[config.mk]
export PLATFORM = sky130hd
export DESIGN_NAME = ifm_scan_ctrl_flat
export DESIGN_NICKNAME = d
export VERILOG_FILES = /design/src/rtl/ifm_scan_if.sv /design/src/rtl/ifm_scan_ctrl.sv /design/src/flat_wrapper.sv
export SDC_FILE = /design/constraint.sdc
export NUM_CORES = 1
export LEC_CHECK = 0
export ABC_AREA = 0
export BUFFER_PORTS_ARGS = -buffer_cell sky130_fd_sc_hd__buf_2
export CAP_MARGIN = 20
export CORE_ASPECT_RATIO = 1.25
export CORE_UTILIZATION = 35
export CTS_CLUSTER_SIZE = 28
export DETAILED_ROUTE_END_ITERATION = 8
export PLACE_DENSITY = 0.57
export SYNTH_ARGS = -nofsm -noshare
export SYNTH_HDL_FRONTEND = slang
export SYNTH_SLANG_ARGS = --single-unit
[constraint.sdc]
create_clock -name clk -period 4.2 [get_ports clk]
set_input_delay 0.21 -clock clk [delete_from_list [all_inputs] [get_ports clk]]
set_output_delay 0.21 -clock clk [all_outputs]
set_load 0.005 [all_outputs]
[src/rtl/ifm_scan_if.sv]
// Control/data bundle between the IFM scan sequencer and its neighbours
// (layer FSM, IFM SRAM read port, window buffer, PE array).
interface ifm_scan_if #(
  parameter int unsigned DIM_W = 8,
  parameter int unsigned CNT_W = 16
);
  logic             start;
  logic             abort;
  logic [1:0]       cfg_mode;
  logic [DIM_W-1:0] cfg_width;
  logic [DIM_W-1:0] cfg_height;
  logic             mem_rd_en;
  logic [2:0]       mem_rd_kind;
  logic [DIM_W-1:0] mem_row;
  logic [DIM_W-1:0] mem_col;
  logic [2:0]       buf_read;
  logic [1:0]       buf_mode;
  logic             win_valid;
  logic             win_ready;
  logic [DIM_W-1:0] win_row;
  logic [DIM_W-1:0] win_col;
  logic             busy;
  logic             done;
  logic             cfg_err;
  logic [CNT_W-1:0] stall_cnt;

  // Sequencer side
  modport master (
    input  start, abort, cfg_mode, cfg_width, cfg_height, win_ready,
    output mem_rd_en, mem_rd_kind, mem_row, mem_col, buf_read, buf_mode,
           win_valid, win_row, win_col, busy, done, cfg_err, stall_cnt
  );

  // Environment side (layer FSM / memory / buffer / PE array)
  modport slave (
    output start, abort, cfg_mode, cfg_width, cfg_height, win_ready,
    input  mem_rd_en, mem_rd_kind, mem_row, mem_col, buf_read, buf_mode,
           win_valid, win_row, win_col, busy, done, cfg_err, stall_cnt
  );
endinterface

[src/rtl/ifm_scan_ctrl.sv]
// Snake-order 3x3 window sequencer for the IFM window buffer.
// Optional macro STALL_CNT_EN enables the WAIT-stall counter on stall_cnt.
module ifm_scan_ctrl #(
  parameter int unsigned DIM_W = 8,
  parameter int unsigned CNT_W = 16
) (
  input  logic       clk,
  input  logic       rst_n,
  ifm_scan_if.master bus
);

  localparam logic [2:0] MV_ALL   = 3'b111;
  localparam logic [2:0] MV_RIGHT = 3'b001;
  localparam logic [2:0] MV_DOWN  = 3'b010;
  localparam logic [2:0] MV_LEFT  = 3'b100;
  localparam logic [2:0] RD_HOLD  = 3'b101;
  localparam logic [1:0] MODE_CONVOL = 2'b01;
  localparam logic [1:0] MODE_FULLY  = 2'b10;
  localparam logic [1:0] MODE_OFF    = 2'b00;

  typedef enum logic [2:0] {
    S_IDLE,
    S_FETCH,
    S_SHIFT,
    S_WAIT,
    S_DONE
  } state_e;

  state_e           state_q, state_d;
  logic [DIM_W-1:0] ow_q, ow_d;
  logic [DIM_W-1:0] oh_q, oh_d;
  logic [DIM_W-1:0] row_q, row_d;
  logic [DIM_W-1:0] col_q, col_d;
  logic             mem_rd_en_q, mem_rd_en_d;
  logic [2:0]       mem_rd_kind_q, mem_rd_kind_d;
  logic [DIM_W-1:0] mem_row_q, mem_row_d;
  logic [DIM_W-1:0] mem_col_q, mem_col_d;
  logic [2:0]       buf_read_q, buf_read_d;
  logic [1:0]       buf_mode_q, buf_mode_d;
  logic             win_valid_q, win_valid_d;
  logic             busy_q, busy_d;
  logic             done_q, done_d;
  logic             cfg_err_q, cfg_err_d;

  logic             cfg_legal_c;
  logic             start_ok_c;
  logic             last_c;
  logic [2:0]       nxt_move_c;

  // Configuration legality and the snake-order successor of the current window
  always_comb begin
    cfg_legal_c = ((bus.cfg_mode == MODE_CONVOL) || (bus.cfg_mode == MODE_FULLY)) &&
                  (bus.cfg_width >= DIM_W'(3)) && (bus.cfg_height >= DIM_W'(3));
    start_ok_c  = (state_q == S_IDLE) && bus.start && !bus.abort && cfg_legal_c;
    if (row_q[0]) begin
      last_c     = (row_q == oh_q - DIM_W'(1)) && (col_q == '0);
      nxt_move_c = (col_q != '0) ? MV_LEFT : MV_DOWN;
    end else begin
      last_c     = (row_q == oh_q - DIM_W'(1)) && (col_q == ow_q - DIM_W'(1));
      nxt_move_c = (col_q != ow_q - DIM_W'(1)) ? MV_RIGHT : MV_DOWN;
    end
  end

  // Next-state and registered-output decode
  always_comb begin
    state_d       = state_q;
    ow_d          = ow_q;
    oh_d          = oh_q;
    row_d         = row_q;
    col_d         = col_q;
    mem_rd_en_d   = 1'b0;
    mem_rd_kind_d = mem_rd_kind_q;
    mem_row_d     = mem_row_q;
    mem_col_d     = mem_col_q;
    buf_read_d    = RD_HOLD;
    buf_mode_d    = buf_mode_q;
    win_valid_d   = 1'b0;
    busy_d        = busy_q;
    done_d        = 1'b0;
    cfg_err_d     = 1'b0;

    unique case (state_q)
      S_IDLE: begin
        if (start_ok_c) begin
          state_d       = S_FETCH;
          ow_d          = bus.cfg_width - DIM_W'(2);
          oh_d          = bus.cfg_height - DIM_W'(2);
          busy_d        = 1'b1;
          buf_mode_d    = bus.cfg_mode;
          mem_rd_en_d   = 1'b1;
          mem_rd_kind_d = MV_ALL;
          mem_row_d     = '0;
          mem_col_d     = '0;
        end else if (bus.start) begin
          cfg_err_d = 1'b1;
        end
      end

      S_FETCH: begin
        state_d    = S_SHIFT;
        buf_read_d = mem_rd_kind_q;
        unique case (mem_rd_kind_q)
          MV_RIGHT: col_d = col_q + DIM_W'(1);
          MV_LEFT:  col_d = col_q - DIM_W'(1);
          MV_DOWN:  row_d = row_q + DIM_W'(1);
          default: begin
            row_d = '0;
            col_d = '0;
          end
        endcase
      end

      S_SHIFT: begin
        state_d     = S_WAIT;
        win_valid_d = 1'b1;
      end

      S_WAIT: begin
        if (!bus.win_ready) begin
          win_valid_d = 1'b1;
        end else if (last_c) begin
          state_d = S_DONE;
          done_d  = 1'b1;
        end else begin
          state_d       = S_FETCH;
          mem_rd_en_d   = 1'b1;
          mem_rd_kind_d = nxt_move_c;
          // Address of the first pixel entering the window after the move
          unique case (nxt_move_c)
            MV_RIGHT: begin
              mem_row_d = row_q;
              mem_col_d = col_q + DIM_W'(3);
            end
            MV_LEFT: begin
              mem_row_d = row_q;
              mem_col_d = col_q - DIM_W'(1);
            end
            default: begin
              mem_row_d = row_q + DIM_W'(3);
              mem_col_d = col_q;
            end
          endcase
        end
      end

      S_DONE: begin
        state_d    = S_IDLE;
        busy_d     = 1'b0;
        buf_mode_d = MODE_OFF;
      end

      default: begin
        state_d    = S_IDLE;
        busy_d     = 1'b0;
        buf_mode_d = MODE_OFF;
      end
    endcase

    // Abort overrides everything, including a same-cycle handshake
    if (bus.abort) begin
      state_d     = S_IDLE;
      busy_d      = 1'b0;
      buf_mode_d  = MODE_OFF;
      mem_rd_en_d = 1'b0;
      buf_read_d  = RD_HOLD;
      win_valid_d = 1'b0;
      done_d      = 1'b0;
      cfg_err_d   = 1'b0;
    end
  end

  // State and output registers
  always_ff @(posedge clk or negedge rst_n) begin
    if (!rst_n) begin
      state_q       <= S_IDLE;
      ow_q          <= '0;
      oh_q          <= '0;
      row_q         <= '0;
      col_q         <= '0;
      mem_rd_en_q   <= 1'b0;
      mem_rd_kind_q <= '0;
      mem_row_q     <= '0;
      mem_col_q     <= '0;
      buf_read_q    <= RD_HOLD;
      buf_mode_q    <= MODE_OFF;
      win_valid_q   <= 1'b0;
      busy_q        <= 1'b0;
      done_q        <= 1'b0;
      cfg_err_q     <= 1'b0;
    end else begin
      state_q       <= state_d;
      ow_q          <= ow_d;
      oh_q          <= oh_d;
      row_q         <= row_d;
      col_q         <= col_d;
      mem_rd_en_q   <= mem_rd_en_d;
      mem_rd_kind_q <= mem_rd_kind_d;
      mem_row_q     <= mem_row_d;
      mem_col_q     <= mem_col_d;
      buf_read_q    <= buf_read_d;
      buf_mode_q    <= buf_mode_d;
      win_valid_q   <= win_valid_d;
      busy_q        <= busy_d;
      done_q        <= done_d;
      cfg_err_q     <= cfg_err_d;
    end
  end

  assign bus.mem_rd_en   = mem_rd_en_q;
  assign bus.mem_rd_kind = mem_rd_kind_q;
  assign bus.mem_row     = mem_row_q;
  assign bus.mem_col     = mem_col_q;
  assign bus.buf_read    = buf_read_q;
  assign bus.buf_mode    = buf_mode_q;
  assign bus.win_valid   = win_valid_q;
  assign bus.win_row     = row_q;
  assign bus.win_col     = col_q;
  assign bus.busy        = busy_q;
  assign bus.done        = done_q;
  assign bus.cfg_err     = cfg_err_q;

`ifdef STALL_CNT_EN
  logic [CNT_W-1:0] stall_q, stall_d;

  // Saturating count of WAIT cycles the PE array held off the handshake
  always_comb begin
    stall_d = stall_q;
    if (start_ok_c) begin
      stall_d = '0;
    end else if ((state_q == S_WAIT) && !bus.win_ready && (stall_q != {CNT_W{1'b1}})) begin
      stall_d = stall_q + CNT_W'(1);
    end
  end

  always_ff @(posedge clk or negedge rst_n) begin
    if (!rst_n) begin
      stall_q <= '0;
    end else begin
      stall_q <= stall_d;
    end
  end

  assign bus.stall_cnt = stall_q;
`else
  assign bus.stall_cnt = CNT_W'(0);
`endif

endmodule
[src/flat_wrapper.sv]
// flat-port wrapper written by rule: the top's interface ports become plain ports
module ifm_scan_ctrl_flat 
#(
  parameter int unsigned DIM_W = 8,
  parameter int unsigned CNT_W = 16
)
  (clk, rst_n, bus_start, bus_abort, bus_cfg_mode, bus_cfg_width, bus_cfg_height, bus_win_ready, bus_mem_rd_en, bus_mem_rd_kind, bus_mem_row, bus_mem_col, bus_buf_read, bus_buf_mode, bus_win_valid, bus_win_row, bus_win_col, bus_busy, bus_done, bus_cfg_err, bus_stall_cnt);
  ifm_scan_if #(.DIM_W(DIM_W), .CNT_W(CNT_W)) bus_i ();
  input  logic clk;
  input  logic rst_n;
  input wire logic [$bits(bus_i.start)-1:0] bus_start;
  input wire logic [$bits(bus_i.abort)-1:0] bus_abort;
  input wire logic [$bits(bus_i.cfg_mode)-1:0] bus_cfg_mode;
  input wire logic [$bits(bus_i.cfg_width)-1:0] bus_cfg_width;
  input wire logic [$bits(bus_i.cfg_height)-1:0] bus_cfg_height;
  input wire logic [$bits(bus_i.win_ready)-1:0] bus_win_ready;
  output wire logic [$bits(bus_i.mem_rd_en)-1:0] bus_mem_rd_en;
  output wire logic [$bits(bus_i.mem_rd_kind)-1:0] bus_mem_rd_kind;
  output wire logic [$bits(bus_i.mem_row)-1:0] bus_mem_row;
  output wire logic [$bits(bus_i.mem_col)-1:0] bus_mem_col;
  output wire logic [$bits(bus_i.buf_read)-1:0] bus_buf_read;
  output wire logic [$bits(bus_i.buf_mode)-1:0] bus_buf_mode;
  output wire logic [$bits(bus_i.win_valid)-1:0] bus_win_valid;
  output wire logic [$bits(bus_i.win_row)-1:0] bus_win_row;
  output wire logic [$bits(bus_i.win_col)-1:0] bus_win_col;
  output wire logic [$bits(bus_i.busy)-1:0] bus_busy;
  output wire logic [$bits(bus_i.done)-1:0] bus_done;
  output wire logic [$bits(bus_i.cfg_err)-1:0] bus_cfg_err;
  output wire logic [$bits(bus_i.stall_cnt)-1:0] bus_stall_cnt;
  assign bus_i.start = bus_start;
  assign bus_i.abort = bus_abort;
  assign bus_i.cfg_mode = bus_cfg_mode;
  assign bus_i.cfg_width = bus_cfg_width;
  assign bus_i.cfg_height = bus_cfg_height;
  assign bus_i.win_ready = bus_win_ready;
  assign bus_mem_rd_en = bus_i.mem_rd_en;
  assign bus_mem_rd_kind = bus_i.mem_rd_kind;
  assign bus_mem_row = bus_i.mem_row;
  assign bus_mem_col = bus_i.mem_col;
  assign bus_buf_read = bus_i.buf_read;
  assign bus_buf_mode = bus_i.buf_mode;
  assign bus_win_valid = bus_i.win_valid;
  assign bus_win_row = bus_i.win_row;
  assign bus_win_col = bus_i.win_col;
  assign bus_busy = bus_i.busy;
  assign bus_done = bus_i.done;
  assign bus_cfg_err = bus_i.cfg_err;
  assign bus_stall_cnt = bus_i.stall_cnt;
  ifm_scan_ctrl #(.DIM_W(DIM_W), .CNT_W(CNT_W)) u_core (.clk(clk), .rst_n(rst_n), .bus(bus_i));
endmodule
==> summary.txt <==
Synthesis
  • Flip-flop cell with the highest count after synthesis: dfrtp_1
  • Library cell with the highest instance count after synthesis: dfrtp_1
  • Sequential share of the synthesized area: 38.4%
  • Synth Area in XOR/XNOR: 9.86%
  • Largest cells by area after synthesis: dfrtp_1, xnor2_1, nand2_1
  • Synthesized-area fraction occupied by and/or/nand/nor cells: 19.7%
  • Library cell with the largest summed area after synthesis: dfrtp_1
  • Count of unique library cells instantiated by Yosys: 57
  • Adder-cell share of the synthesized area: 2.70%
  • Count of flip-flops with a built-in enable after synthesis: 0
  • Commonest cells post-synth: dfrtp_1, nand2_1, o21ai_0, clkbuf_1, nor2_1
  • Dominant combinational cell family by area after synthesis: simple AND/OR/NAND/NOR gates
  • Yosys synthesis warning count: 0
  • Avg Inst Size Synth: 8.85 µm²
  • Compound-Gate Fraction of Synth Area: 17.6%
  • Area share of the largest cell type after synthesis: 37.1%
  • Post-synthesis sequential element count: 64
  • Share of flip-flops with an asynchronous set or reset after synthesis: 100%
  • Netlist Area Pre-Place: 4180 µm²
  • Multiplexer area fraction after synthesis: 3.95%
  • Cell count after synthesis: 472

Timing
  • Final setup vio count: 0
  • Max Clk Rate: 313 MHz
  • Setup_tns: 0 ns
  • Crit share post-route: 76.1%
  • Final number of hold-violating endpoints: 0
  • Relative max-transition margin: 36.4%
  • Time the final worst path needs with I/O delays and setup: 3.20 ns
  • Setup skew after layout: 0.00842 ns
  • Slew at the pin closest to its max-slew limit: 0.946 ns
  • Setup repair after global routing missed its margin: false
  • Worst hold slack: 0.111 ns
  • Pins over their slew limit: 0

Die
  • Floorplan row count: 44
  • Die area: 12,400 µm²
  • Die Wd: 99.7 µm
  • Die height: 124 µm
  • Core Box Area: 11,600 µm²
  • IO Pins: 84
  • Effective utilization at floorplan: 36.0%

Routing
  • Number of DRC markers in iteration 0: 158
  • Wirelength, routed: 10,800 µm
  • Routed wire length per instance: 15.6 µm
  • Total iterations of the first detailed-routing run: 4
  • Routed vias: 3,610
  • Number of vias per cell: 5.25
  • Remaining routing DRC violations: 0
  • Remaining antenna violation count: 0

CTS
  • Number of clock buffers inserted by TritonCTS: 9
  • Post-CTS Setup Inserts: 0
  • Buffer type at the clock tree root: clkbuf_16
  • TritonCTS clock tree: built
  • Max Root-Sink Buffers: 2
  • Register clock-pin slew on the reported worst setup and hold paths: 0.05 ns
  • H-tree lvl count: 3
  • Count of clock tree sinks: 64
  • Latest clock arrival within the worst-skew pair: 0.33 ns

Power and ir drop
  • Ratio of total power to cell area: 413 nW/µm²
  • Switching Fraction: 28.7%
  • Static leakage: 0.00227 µW
  • Clock power share: 42.1%
  • Largest voltage drop on the vdd net: 0.155 mV
  • Net Switching: 581 µW
  • Sequential fraction of design power: 37.2%
  • Int Power: 1440 µW
  • Share of power burned in combinational logic: 20.6%

Worst setup path
  • Critical-path top delay cell: a2111oi_0
  • Arrival time at the worst endpoint: 3.43 ns
  • Cells traversed along the worst timing path: inv_1, ha_1, or2_2, a2111oi_0, o21ai_0, a2111oi_0, o21ai_0, xor2_1, o31ai_1
  • Required time of the worst setup path: 4.43 ns
  • Depth of the most critical reg-to-reg path: 9
  • Critical path launch point type: flip-flop
  • Kind of critical path: flip-flop to flip-flop
  • Critical path capture point type: flip-flop
  • Slack of the worst reg-to-reg path: 1.00 ns
  • Worst stage delay on the critical path: 0.79 ns
  • Maximum fanout count along the critical path: 8

Outcome
  • Run status: finished, final reports clean

Cells and area
  • Antenna diode count: 0
  • Number of cells in the finished layout apart from fillers: 688
  • Fin nets: 555
  • Sequential Area: 1600 µm²
  • Layout cell share with drive strength beyond 1: 19.2%
  • Area growth from synthesis to layout: 17.4%
  • Number of filler instances in the final layout: 1,172
  • Multi-input gate area in the final layout: 2310 µm²

Global routing
  • Total global routing overflow: 0
  • Wire length of the first global-routing pass: 17,300 µm
  • Number of global-route vias before repair: 3,435
  • Global router's overall resource usage: 18.2%
  • Initial antenna violation count: 0
  • Largest net degree at the start of global routing: 50

Min path
  • Classification of the worst-slack hold path: input port to flip-flop
  • Cell count of the worst hold path: 3

Place
  • Sum of net half-perimeters after detailed placement: 8030 µm
  • Final Wtd Congestion: 0.892
  • Post-Place Cells: 672
  • Buffers on Ports: 67

Flow run
  • Number of maximum-capacitance violations: 0
[sequential cells by signal, summed over array words and instances, names as in the netlist]
name / count
u_core.oh_q: 8
u_core.bus.mem_row: 8
u_core.bus.buf_mode: 2
u_core.bus.mem_col: 8
u_core.bus.mem_rd_kind: 3
u_core.bus.win_col: 8
u_core.bus.mem_rd_en: 1
u_core.ow_q: 8
u_core.bus.buf_read: 3
u_core.bus.win_row: 8
u_core.bus.win_valid: 1
u_core.bus.cfg_err: 1
u_core.state_q: 3
u_core.bus.done: 1
u_core.bus.busy: 1
[metal layers]
metal / GRT usage, % / up-vias / wire (µm)
li1: - / 1747 / -
met1: 22.1 / 1751 / 4660
met2: 31.2 / 93 / 5400
met3: 3.76 / 19 / 448
met4: 8.09 / 0 / 243
met5: 0 / - / 0
[worst paths after layout]
check | from | to
worst max-delay path | u_core.ow_q[0]$_DFFE_PN0N_ | u_core.bus.mem_row[3]$_DFFE_PN0P_
worst min-delay path | bus_cfg_mode[1] | u_core.bus.buf_mode[1]$_DFFE_PN0P_
worst max register to register | u_core.ow_q[0]$_DFFE_PN0N_ | u_core.bus.mem_row[3]$_DFFE_PN0P_
worst min register to register | u_core.bus.busy$_DFFE_PN0P_ | u_core.bus.busy$_DFFE_PN0P_
max in group asynchronous | rst_n | u_core.oh_q[6]$_DFFE_PN0N_
min in group asynchronous | rst_n | u_core.bus.win_col[1]$_DFFE_PN0P_
[worst max-delay path, delay by kind of cell (launching register included)]
family,cells,cell delay (ns)
AO/OA/AOI/OAI,5,1.82
XOR/XNOR,1,0.20
adder cells (fa/ha/maj),1,0.28
buffers and inverters,1,0.07
flip-flops,1,0.44
AND/OR/NAND/NOR,1,0.29
[through the flow]
step	util (%)	area, µm²	setup WS [ns]	total power, µW
detailed placement	39.2	4560	0.983	1190
global placement	39.2	4560	1.07	1180
finish	42.2	4900	1.00	2030
floorplan	-	4230	1.25	1060
global route	42.2	4900	0.527	2140
CTS	42.2	4900	0.978	2050
[logic make-up after synthesis]
| kind of cell | Yosys count |
|---|---|
| AO/OA/AOI/OAI | 105 |
| multiplexers | 16 |
| other | 1 |
| AND/OR/NAND/NOR | 161 |
| buffers and inverters | 69 |
| XOR/XNOR | 47 |
| flip-flops | 64 |
| adder cells (fa/ha/maj) | 9 |
[power groups by stage]
stage                     Sequential, µW  Combinational (µW)  Clock, µW
after floorplan                      731                 334          0
after global placement               764                 413          0
after detailed placement             766                 419          0
after CTS                            756                 423        872
after global routing                 765                 472        899
final                                754                 418        853
[repair_timing]
action,CTS,global route
hold buffers,1,0
endpoints found under the hold margin,24,0
gates resized for setup,0,0
[placed cells by master, fill, tap and decap left out, types with 4 or more instances in the layout]
cell	Yosys	final
mux2_2	4	4
ha_1	9	9
nand2_1	50	50
o211ai_1	9	9
inv_1	23	23
nand4_1	4	4
nand2b_1	7	7
conb_1	1	16
dfrtp_1	62	62
xor2_1	21	21
a221oi_1	4	4
nor4_1	5	5
o21ai_0	29	29
xnor2_1	26	26
mux2i_1	12	12
a31oi_1	9	9
a211oi_1	7	7
a2111oi_0	4	4
o31ai_1	7	7
a21oi_1	17	17
nor2_1	28	28
nand3_1	11	11
clkbuf_16	0	9
buf_2	1	67
o22ai_1	4	4
nor3_1	18	18
and3_1	6	6
[final cells by class]
type / count / share of cell area, %
inverters: 23 / 1.76
clock buffers: 12 / 5.03
flip-flops and latches: 64 / 32.7
well taps: 161 / 4.11
repair buffers: 71 / 7.50
multi-input cells: 354 / 47.1
clock inverters: 3 / 1.84
Power figures use the tool's default switching activity.
